**config.mk**
```make
export PLATFORM = sky130hd
export DESIGN_NAME = jar_pi_index_ctrl_flat
export DESIGN_NICKNAME = d
export VERILOG_FILES = /design/src/rtl/jar_pi_pkg.sv /design/src/rtl/jar_pi_index_ctrl_if.sv /design/src/rtl/jar_pi_prescaler.sv /design/src/rtl/jar_pi_index_ctrl.sv /design/src/flat_wrapper.sv
export SDC_FILE = /design/constraint.sdc
export NUM_CORES = 1
export LEC_CHECK = 0
export BUFFER_PORTS_ARGS = -buffer_cell sky130_fd_sc_hd__buf_2
export CAP_MARGIN = 20
export CORE_ASPECT_RATIO = 0.8
export CORE_MARGIN = 3
export CORE_UTILIZATION = 45
export CTS_CLUSTER_SIZE = 12
export DETAILED_ROUTE_END_ITERATION = 10
export GPL_ROUTABILITY_DRIVEN = 0
export GPL_TIMING_DRIVEN = 0
export PLACE_DENSITY = 0.67
export SLEW_MARGIN = 10
export SYNTH_ARGS = -nofsm -noshare
export SYNTH_HDL_FRONTEND = slang
export SYNTH_HIERARCHICAL = 1
export SYNTH_SLANG_ARGS = --single-unit
```
**constraint.sdc**
```tcl
create_clock -name clk -period 5.21 [get_ports clk]
set_input_delay 0 -clock clk [delete_from_list [all_inputs] [get_ports clk]]
set_output_delay 0 -clock clk [all_outputs]
set_load 0.01 [all_outputs]
```
**src/rtl/jar_pi_pkg.sv**
```systemverilog
// Shared types and constants for the pi digit index controller.
package jar_pi_pkg;

  localparam int INDEX_W = 10;
  localparam int CHUNK_W = 5;
  localparam logic [INDEX_W-1:0] MAX_INDEX = 10'd1023;

  typedef enum logic [1:0] {
    HOLD   = 2'd0,
    STREAM = 2'd1,
    LOAD1  = 2'd2
  } state_e;

endpackage

```
**src/rtl/jar_pi_index_ctrl_if.sv**
```systemverilog
// Control/status bundle between the index controller and its driver.
interface jar_pi_index_ctrl_if #(
  parameter int INDEX_W = 10,
  parameter int CHUNK_W = 5
);
  logic               stream;
  logic               load;
  logic [CHUNK_W-1:0] io_index;
  logic [INDEX_W-1:0] index;
  logic               index_valid;
  logic               load_done;
  logic               wrap;
  logic               busy_load;

  modport master (
    output stream, load, io_index,
    input  index, index_valid, load_done, wrap, busy_load
  );

  modport slave (
    input  stream, load, io_index,
    output index, index_valid, load_done, wrap, busy_load
  );
endinterface

```
**src/rtl/jar_pi_prescaler.sv**
```systemverilog
// Step-rate divider: counts enabled cycles and ticks on the last one of each period.
module jar_pi_prescaler #(
  parameter int PRESCALE = 1,
  parameter int CNT_W    = 8
) (
  input  logic clk,
  input  logic reset_n,
  input  logic clr,
  input  logic en,
  output logic tick
);

  localparam logic [CNT_W-1:0] LAST = CNT_W'(PRESCALE - 1);

  logic [CNT_W-1:0] count_q;
  logic [CNT_W-1:0] count_d;

  assign tick = (count_q == LAST);

  always_comb begin
    count_d = count_q;
    if (clr) begin
      count_d = '0;
    end else if (en) begin
      count_d = tick ? '0 : count_q + 1'b1;
    end
  end

  always_ff @(posedge clk or negedge reset_n) begin
    if (!reset_n) begin
      count_q <= '0;
    end else begin
      count_q <= count_d;
    end
  end

endmodule

```
**src/rtl/jar_pi_index_ctrl.sv**
```systemverilog
// Digit index generator: free-run stream, two-chunk serial load, or hold,
// with registered strobes for new-index, load-complete and wrap.
module jar_pi_index_ctrl
  import jar_pi_pkg::*;
#(
  parameter int INDEX_W  = 10,
  parameter int CHUNK_W  = 5,
  parameter int PRESCALE = 1,
  parameter int CNT_W    = 8
) (
  input  logic clk,
  input  logic reset_n,
  jar_pi_index_ctrl_if.slave bus
);

  state_e             state_q, state_d;
  logic [INDEX_W-1:0] index_q, index_d;
  logic               valid_q, valid_d;
  logic               done_q, done_d;
  logic               wrap_q, wrap_d;
  logic               busy_q, busy_d;
  logic               pre_en;
  logic               pre_clr;
  logic               tick;

  jar_pi_prescaler #(
    .PRESCALE (PRESCALE),
    .CNT_W    (CNT_W)
  ) u_prescaler (
    .clk     (clk),
    .reset_n (reset_n),
    .clr     (pre_clr),
    .en      (pre_en),
    .tick    (tick)
  );

  always_comb begin
    state_d = state_q;
    index_d = index_q;
    valid_d = 1'b0;
    done_d  = 1'b0;
    wrap_d  = 1'b0;
    pre_en  = 1'b0;
    if (bus.load) begin
      // Chunk enters at the top so the first chunk ends up in the low half.
      index_d = {bus.io_index, index_q[INDEX_W-1:CHUNK_W]};
      if (state_q == LOAD1) begin
        state_d = bus.stream ? STREAM : HOLD;
        done_d  = 1'b1;
        valid_d = 1'b1;
      end else begin
        state_d = LOAD1;
      end
    end else begin
      case (state_q)
        LOAD1:   state_d = bus.stream ? STREAM : HOLD;
        HOLD:    if (bus.stream) state_d = STREAM;
        STREAM: begin
          if (!bus.stream) begin
            state_d = HOLD;
          end else begin
            pre_en = 1'b1;
            if (tick) begin
              index_d = index_q + 1'b1;
              valid_d = 1'b1;
              wrap_d  = &index_q;
            end
          end
        end
        default: state_d = HOLD;
      endcase
    end
    // Any cycle that is not a live stream step restarts the step period.
    pre_clr = !pre_en;
    busy_d  = (state_d == LOAD1);
  end

  always_ff @(posedge clk or negedge reset_n) begin
    if (!reset_n) begin
      state_q <= HOLD;
      index_q <= '0;
      valid_q <= 1'b0;
      done_q  <= 1'b0;
      wrap_q  <= 1'b0;
      busy_q  <= 1'b0;
    end else begin
      state_q <= state_d;
      index_q <= index_d;
      valid_q <= valid_d;
      done_q  <= done_d;
      wrap_q  <= wrap_d;
      busy_q  <= busy_d;
    end
  end

  assign bus.index       = index_q;
  assign bus.index_valid = valid_q;
  assign bus.load_done   = done_q;
  assign bus.wrap        = wrap_q;
  assign bus.busy_load   = busy_q;

endmodule

```
**src/flat_wrapper.sv**
```systemverilog
// flat-port wrapper written by rule: the top's interface ports become plain ports
module jar_pi_index_ctrl_flat import jar_pi_pkg::*;
#(
  parameter int INDEX_W  = 10,
  parameter int CHUNK_W  = 5,
  parameter int PRESCALE = 1,
  parameter int CNT_W    = 8
)
  (clk, reset_n, bus_stream, bus_load, bus_io_index, bus_index, bus_index_valid, bus_load_done, bus_wrap, bus_busy_load);
  jar_pi_index_ctrl_if #(.INDEX_W(INDEX_W), .CHUNK_W(CHUNK_W)) bus_i ();
  input  logic clk;
  input  logic reset_n;
  input wire logic [$bits(bus_i.stream)-1:0] bus_stream;
  input wire logic [$bits(bus_i.load)-1:0] bus_load;
  input wire logic [$bits(bus_i.io_index)-1:0] bus_io_index;
  output wire logic [$bits(bus_i.index)-1:0] bus_index;
  output wire logic [$bits(bus_i.index_valid)-1:0] bus_index_valid;
  output wire logic [$bits(bus_i.load_done)-1:0] bus_load_done;
  output wire logic [$bits(bus_i.wrap)-1:0] bus_wrap;
  output wire logic [$bits(bus_i.busy_load)-1:0] bus_busy_load;
  assign bus_i.stream = bus_stream;
  assign bus_i.load = bus_load;
  assign bus_i.io_index = bus_io_index;
  assign bus_index = bus_i.index;
  assign bus_index_valid = bus_i.index_valid;
  assign bus_load_done = bus_i.load_done;
  assign bus_wrap = bus_i.wrap;
  assign bus_busy_load = bus_i.busy_load;
  jar_pi_index_ctrl #(.INDEX_W(INDEX_W), .CHUNK_W(CHUNK_W), .PRESCALE(PRESCALE), .CNT_W(CNT_W)) u_core (.clk(clk), .reset_n(reset_n), .bus(bus_i));
endmodule
```
# Word-level counts from Yosys, hierarchy flattened
# Cells that the tools add are included.
[totals] latchBits=0 in_bits=9 register_bits=24 out_inout_bits=14 ram_bits=0 word_cells=44 mem_count=0 romBits=0
[op_classes] bitwise_logic=0 n_mul=0 div_mod_pow=0 n_eq_ne=3 n_addsub=2 n_reduce_logical=7 muxes=25 n_lt_le_gt_ge=0 shifts=0
[op_table] op="two-way mux 10 bit" count=4
[op_table] op="two-way mux 8 bit" count=2
[op_table] op="two-way mux 1 bit" count=14
[op_table] op="adder 10 x 1 -> 10 bit (second input constant)" count=1
[op_table] op="AND reduction 10 bit" count=1
[op_table] op="adder 8 x 1 -> 8 bit (second input constant)" count=1
[op_table] op="zero test 8 bit" count=1
[op_table] op="two-way mux 2 bit" count=4
[op_table] op="case mux 2 bit (3 select lines)" count=1
[op_table] op="nonzero test 2 bit" count=3
[op_table] op="== test 2 bit (second input constant)" count=2
[op_table] op="AND reduction 3 bit" count=1
[op_table] op="== test 2 x 1 -> 1 bit (second input constant)" count=1
[op_table] op="zero test 2 bit" count=1

# Logic depth before layout (Yosys ltp)
# Gate-level depths: netlist (run 1).
[logic_depth] word_depth=5 mapped_depth=9 ltp_nobuf=8

# Hierarchy
# Netlist (run 1), hierarchy kept.
[by_module_without_submodules] mod="jar_pi_index_ctrl" n_inst=1 cells_each=78 seq_area_each_um2=400.4 area_per_inst_um2=793.3
[by_module_without_submodules] mod="jar_pi_prescaler" n_inst=1 cells_each=47 seq_area_each_um2=200.2 area_per_inst_um2=456.7

# Worst setup path after synthesis (run 1)
# Ideal clock, no wire load.
[synth_timing] kind="reg-to-reg" start="reg u_core.u_prescaler.count_q[0]" end="reg u_core.index_q[8] (netlist: u_core/bus.index[8])" arrival_time_ns=2.018 setup_slack_ns=3.067 setup_time_ns=0.125 stages_incl_launch_ff=10 period_less_slack_ns=2.143 cell_sequence="dfrtp_1 > inv_1 > ha_1 > or4b_4 > nor2_1 > and4b_1 > buf_6 > nand4_1 > xnor2_1 > mux2_2"
[synth_between] elab_chain_cells=3
[synth_rtl] element="from (decl)" line_no="jar_pi_prescaler.sv:15" text="logic [CNT_W-1:0] count_q;"
[synth_rtl] element="from (signal assigned)" line_no="jar_pi_prescaler.sv:33" text="count_q <= count_d;"
[synth_rtl] element="zero test 8 bit" line_no="jar_pi_prescaler.sv:18" text="assign tick = (count_q == LAST);"
[synth_rtl] element="net u_core.tick" line_no="jar_pi_index_ctrl.sv:24" text="logic tick;"
[synth_rtl] element="nonzero test 2 bit (no line)"
[synth_rtl] element="AND reduction 3 bit (no line)"
[synth_rtl] element="to (signal assigned)" line_no="jar_pi_index_ctrl.sv:88" text="index_q <= index_d;"
[synth_rtl] element="to (decl)" line_no="jar_pi_index_ctrl.sv:17" text="logic [INDEX_W-1:0] index_q, index_d;"
# The timed path passes the listed nets, and every way through them passes these cells.
# A chain may end at the register's enable or synchronous reset.

# Worst setup path in the final report (run 1)
# Ends and elaborated chain as after synthesis.

==> results of run 1 <==
-- report_power, final --
part	switching, W	total, W	leakage (nW)	internal (W)
clock network	0.0000519	0.0000789	0.0138	0.0000270
logic	0.0000319	0.0000591	0.329	0.0000273
registers	0.0000133	0.000211	0.310	0.000198
total	0.0000971	0.000349	0.653	0.000252
-- sequential cells by signal, summed over array words and instances (netlist names) --
signal                      count
u_core/u_prescaler/count_q      8
u_core/bus.busy_load            1
u_core/bus.load_done            1
u_core/state_q                  2
u_core/bus.wrap                 1
u_core/bus.index_valid          1
u_core/bus.index               10
-- cells in the final DEF, fill, tap and decap left out, drive strengths merged, types with 2 or more instances in the layout --
cell type and n:
buf 23, nand3 5, and2 5, clkbuf 5, ha 3, nand4 4, o211ai 3, a21oi 5
dfrtp 24, nand2b 3, nor2 6, dlygate4sd3 7, nand2 13, o21ai 13, inv 8, xor2 8
xnor2 2, or3 4
-- synthesized netlist by cell type (all sizes together) --
cell type | instances | area, um^2
a21oi | 5 | 25.02
and2 | 5 | 31.28
and3 | 1 | 7.510
and4 | 1 | 11.26
and4b | 1 | 10.01
buf | 1 | 11.26
clkbuf | 2 | 7.510
dfrtp | 24 | 600.6
ha | 3 | 37.54
inv | 8 | 30.03
mux2 | 1 | 11.26
mux2i | 1 | 10.01
nand2 | 13 | 48.80
nand2b | 3 | 18.77
nand3 | 5 | 37.54
nand3b | 1 | 7.510
nand4 | 4 | 25.02
nor2 | 6 | 22.52
nor3 | 1 | 5.000
nor4 | 1 | 6.260
o2111ai | 1 | 8.760
o211ai | 3 | 22.52
o21a | 1 | 7.510
o21ai | 13 | 65.06
o311ai | 1 | 8.760
o31a | 1 | 8.760
o31ai | 1 | 21.27
o41ai | 1 | 8.760
or2 | 1 | 6.260
or3 | 4 | 26.28
or4b | 1 | 13.76
xnor2 | 2 | 17.52
xor2 | 8 | 70.07
-- critical path: cells and delay by family (launching register included) --
kind / cells / cell delay [ns]
simple gates: 4 / 0.98
flops: 1 / 0.44
mux: 1 / 0.27
buf+inv: 2 / 0.26
fa+ha+maj: 1 / 0.14
xor+xnor: 1 / 0.15
-- final timing paths --
kind,depth (start not counted),startpoint,end,slack (ns)
setup / recovery,9,u_core/u_prescaler/count_q[0]$_DFFE_PN0P_,u_core/bus.index[8]$_DFFE_PN0P_,2.88
hold / removal,3,bus_io_index[4],u_core/bus.index[9]$_DFFE_PN0P_,0.03
setup reg to reg,9,u_core/u_prescaler/count_q[0]$_DFFE_PN0P_,u_core/bus.index[8]$_DFFE_PN0P_,2.88
min in group asynchronous,2,reset_n,u_core/u_prescaler/count_q[7]$_DFFE_PN0P_,0.18
max in group asynchronous,2,reset_n,u_core/bus.index[9]$_DFFE_PN0P_,4.67
hold reg to reg,2,u_core/u_prescaler/count_q[7]$_DFFE_PN0P_,u_core/u_prescaler/count_q[7]$_DFFE_PN0P_,0.58
-- through the flow --
| stage | util [%] | hold WS [ns] | area [um^2] | total power [W] |
|---|---|---|---|---|
| 5_1_grt | 58.91 | 0.05221 | 1498 | 0.0003698 |
| 3_3_place_gp | 55.27 | 0.01672 | 1405 | 0.0002671 |
| 3_5_place_dp | 55.27 | 0.01768 | 1405 | 0.0002698 |
| 2_1_floorplan | - | -0.2956 | 1250 | 0.0002436 |
| 4_1_cts | 58.91 | 0.02790 | 1498 | 0.0003550 |
| 6_report | 58.91 | 0.03137 | 1498 | 0.0003490 |
-- metal layers --
metal,up-vias,routed length (um)
met3,2,123
li1,505,-
met2,28,1260
met5,-,0
met4,0,10
met1,466,1351
-- final cells by class --
| class | instances | area, um^2 |
|---|---|---|
| buffer | 3 | 18.77 |
| clock buffer | 3 | 22.52 |
| fill | 249 | 1045 |
| inverter | 8 | 30.03 |
| multi-input combinational | 90 | 600.6 |
| sequential | 24 | 600.6 |
| tap | 36 | 45.04 |
| timing repair buffer | 29 | 180.2 |
-- kinds of logic (layout without fill, tap and decap cells) --
logic type      Yosys count  count (layout)  share of synthesized area, %
simple gates             48              48                         22.22
fa+ha+maj                 3               3                         3.003
flops                    24              24                         48.05
buf+inv                  11              43                         3.904
mux                       2               2                         1.702
compound gates           27              27                         14.11
xor+xnor                 10              10                         7.007
-- timing repair --
action / in CTS / in global routing
endpoints found under the hold margin: 30 / 0
gates resized for setup: 0 / 0
hold buffers: 7 / 0
==> qor.txt, run 1 <==
Worst Skew - 0.006587 ns
Cts bufs inserted - 3
Area grow syn2layout - 19.82%
Die extent in y - 53.14 um
Met1 Usage GRT - 23.90%
Ant. Diodes - 0
Slowest-stage cell, CP - or4b_4
Leakage Power - 0.6534 nW
DRT iter0 DRCs - 62
Layout cells sized above 1 - 21.66%
# placed instances - 183
Setup Buffers After CTS - 0
GR Util met2 - 29.71%
Mapped cell area - 1250 um^2
Initial antenna violation count - 0
Worst relative slew slack - 64.61%
Post-synthesis sequential area ratio - 48.05%
CTS root buf - clkbuf_4
Seq cells post-synth - 24
Ports - 23
Cells after synthesis - 125
Largest net degree at the start of global routing - 25
Post-DP HPWL - 1.922 mm
Status - finished clean
ANT nets after route - 0
Crit path time final - 2.330 ns
Critical Path RT - 5.41 ns
First-pass detailed-route iteration total - 4
Final setup fails - 0
CP max stage delay - 0.50 ns
Initial Util - 49.16%
GRT overflow - 0
Clk_lat worst skew - 0.31 ns
CP cell instances - inv_1 -> ha_1 -> or4b_4 -> nor2_1 -> and4b_1 -> buf_6 -> nand4_1 -> xnor2_1 -> mux2_2
Worst hold path class - input port to register
Max Cap Viol - 0
Overall die area - 3450 um^2
Final critical-path setup slack - 2.880 ns
Pre-CTS WS - 2.898 ns
Unrepaired setup endpoints after global routing - no
Vias in the first global route - 1004
Final hold vios - 0
Setup CP Type - register to register
Die width - 64.93 um
# rows - 16
Final TNS setup - 0 ns
Startpoint Class - register
Tightest Pin Transition - 0.5309 ns
Busiest grt layer - met2
Pins over their slew limit - 0
Cell Count, Final, Fillers Out - 193
TritonCTS clock tree - done
Max FO, Critical Path - 10
Core area - 2542 um^2
# port buffers - 22
Final net count - 171
Crit path DAT - 2.53 ns
Longest Clk Path Bufs - 2
Tot GR Track Use - 17.87%
Fmax achieved - 429.2 MHz
Met3 Use GR - 4.671%
Pwr Density - 233.0 nW/um^2
Via density per instance - 5.187
Htree depth - 1
Residual DRC - 0
Drt wl/cell - 14.22 um
CTS sink count - 24
Worst VDD drop - 0.0002157 V
Synth warn - 6
Final period utilization - 44.72%
Syn_nets - 137
Critical Path Sink Type - register
Clock transition at path regs - 0.12 ns
Synthesized area per cell - 10.00 um^2
Vias after detailed routing - 1001
WL final - 2.745 mm
Global-route wire length before repair - 4.664 mm
Synth cell types - 36
Note: power is estimated with default switching activity, not from simulation.
==> run 2, diff against run 1 <==
- clock period: 5.21 -> 2.3 ns (I/O delays scaled with it)
==> qor.txt, run 2 (synthesis gave the netlist of run 1 again) <==
Initial Util - 49.16%
Leakage Power - 0.6862 nW
# rows - 16
Final total power - 0.0007935 W
Layout cells sized above 1 - 25.15%
Hold path cells - 3
Switch share - 27.73%
CP max stage delay - 0.49 ns
Internal Power - 0.0005735 W
Pwr Density - 514.3 nW/um^2
Clock Power Share - 22.5%
Hold_sp - bus_io_index[4]
Final net count - 177
Unrepaired setup endpoints after global routing - no
Residual DRC - 0
Hold endpoint - u_core/bus.index[9]$_DFFE_PN0P_
Via density per instance - 5.181
Ports - 23
Post-DP HPWL - 1.922 mm
Status - finished clean
Cts bufs inserted - 3
WL final - 2.781 mm
Worst relative slew slack - 65.27%
Overall die area - 3450 um^2
CTS root buf - clkbuf_4
Tightest Pin Transition - 0.5155 ns
Met2 wire len - 1.290 mm
Worst Skew - 0.006111 ns
Crit path DAT - 2.38 ns
Commonest non-fill, non-tap cell in the layout - dfrtp_1
GRT overflow - 0
Startpoint Class - register
Largest net degree at the start of global routing - 25
Initial antenna violation count - 0
Clk_lat worst skew - 0.31 ns
Placed cell area - 1405 um^2
Family with the most delay on the worst path - simple AND/OR/NAND/NOR gates
Net Sw Power - 0.0002200 W
Final period utilization - 94.61%
R2R setup slack - 0.12 ns
End of the worst register-to-register path - u_core/bus.index[8]$_DFFE_PN0P_
CP Depth - 9
Ant. Diodes - 0
Buf/Inv on CP - 2
Combinational share of power - 17.3%
ANT nets after route - 0
Cell Count, Final, Fillers Out - 199
Htree depth - 1
DR top layer - met4
Die width - 64.93 um
Final non-filler cell area - 1543 um^2
Vias after detailed routing - 1031
Final TNS setup - 0 ns
Critical Path RT - 2.50 ns
R2r worst-path depth - 9
CP cell instances - inv_2 -> ha_1 -> or4b_4 -> nor2_1 -> and4b_1 -> buf_6 -> nand4_1 -> xnor2_1 -> mux2_2
Worst VDD drop - 0.0004886 V
Crit path time final - 2.176 ns
DRT iter0 DRCs - 65
Slowest-stage cell, CP - or4b_4
Setup CP Type - register to register
Longest Clk Path Bufs - 2
Core area - 2542 um^2
Most frequent cells in the layout - dfrtp_1, buf_2, nand2_1, o21ai_1, xor2_1
Max Cap Viol - 0
Area grow syn2layout - 23.42%
Met1 WL - 1.356 mm
# port buffers - 22
Largest register FFs - 10
Final hold vios - 0
CTS sink count - 24
Met3 WL post-DR - 124 um
Worst hold path class - input port to register
Global-route wire length before repair - 4.671 mm
Fmax achieved - 459.6 MHz
TritonCTS clock tree - done
Reg2reg start - u_core/u_prescaler/count_q[0]$_DFFE_PN0P_
Critical Path Sink Type - register
Vias in the first global route - 1008
Max FO, Critical Path - 5
First-pass detailed-route iteration total - 4
Pins over their slew limit - 0
Sequential power share - 60.2%
# placed instances - 183
Final setup fails - 0
Tot GR Track Use - 17.92%
Drt wl/cell - 13.97 um
Clock transition at path regs - 0.12 ns
Die extent in y - 53.14 um
-- run 2: final cells by class --
type	instances	area, um^2
flip-flops and latches	24	600.6
multi-input cells	90	600.6
repair buffers	35	225.2
well taps	36	45.04
plain buffers	3	18.77
inverters	8	30.03
fillers	245	999.7
clock buffers	3	22.52
-- run 2: worst register-to-register path, cell delays in order, from the launching register on --
cell     delay, ns
dfrtp_1       0.41
inv_2         0.06
ha_1          0.13
or4b_4        0.49
nor2_1        0.10
and4b_1       0.25
buf_6         0.13
nand4_1       0.10
xnor2_1       0.15
mux2_2        0.27
-- run 2: layer usage --
| metal | track usage, % | up-vias |
|---|---|---|
| met5 | 0 | - |
| met4 | 2.807 | 0 |
| met3 | 4.671 | 2 |
| met2 | 29.88 | 29 |
| met1 | 23.90 | 484 |
| li1 | - | 516 |
-- run 2: what timing repair did --
item,4_1_cts,5_1_grt
buffers inserted,2,4
hold buffers,7,0
setup endpoints to repair,1,1
endpoints found under the hold margin,30,0
cloned,0,0
gates resized for setup,0,1
pin swaps,0,1
-- run 2: power by group through the flow --
stage / clock network, W / registers [W] / logic (W)
floorplan: 0 / 0.000492 / 0.0000602
global placement: 0 / 0.000482 / 0.000123
detailed placement: 0 / 0.000485 / 0.000126
CTS: 0.000191 / 0.000478 / 0.000136
global route: 0.000204 / 0.000482 / 0.000155
finish: 0.000178 / 0.000478 / 0.000137
-- run 2: worst max path at each step --
stage,from,to
after detailed placement,u_core/u_prescaler/count_q[0]$_DFFE_PN0P_,u_core/bus.index[8]$_DFFE_PN0P_
final,u_core/u_prescaler/count_q[0]$_DFFE_PN0P_,u_core/bus.index[8]$_DFFE_PN0P_
after floorplan,u_core/u_prescaler/count_q[0]$_DFFE_PN0P_,u_core/bus.index[8]$_DFFE_PN0P_
after global routing,u_core/u_prescaler/count_q[1]$_DFFE_PN0P_,u_core/bus.index[8]$_DFFE_PN0P_
after CTS,u_core/u_prescaler/count_q[0]$_DFFE_PN0P_,u_core/bus.index[8]$_DFFE_PN0P_
after global placement,u_core/u_prescaler/count_q[0]$_DFFE_PN0P_,u_core/bus.index[8]$_DFFE_PN0P_
-- run 2: per-stage QoR --
| stage | hold WS (ns) | util (%) | setup slack (ns) |
|---|---|---|---|
| after detailed placement | 0.01768 | 55.27 | -0.01240 |
| after floorplan | -0.2956 | - | 0.1571 |
| after CTS | 0.02790 | 59.50 | 0.03554 |
| after global placement | 0.01672 | 55.27 | 0.002342 |
| final | 0.03351 | 60.68 | 0.1240 |
| after global routing | 0.05221 | 60.68 | 0.0002907 |
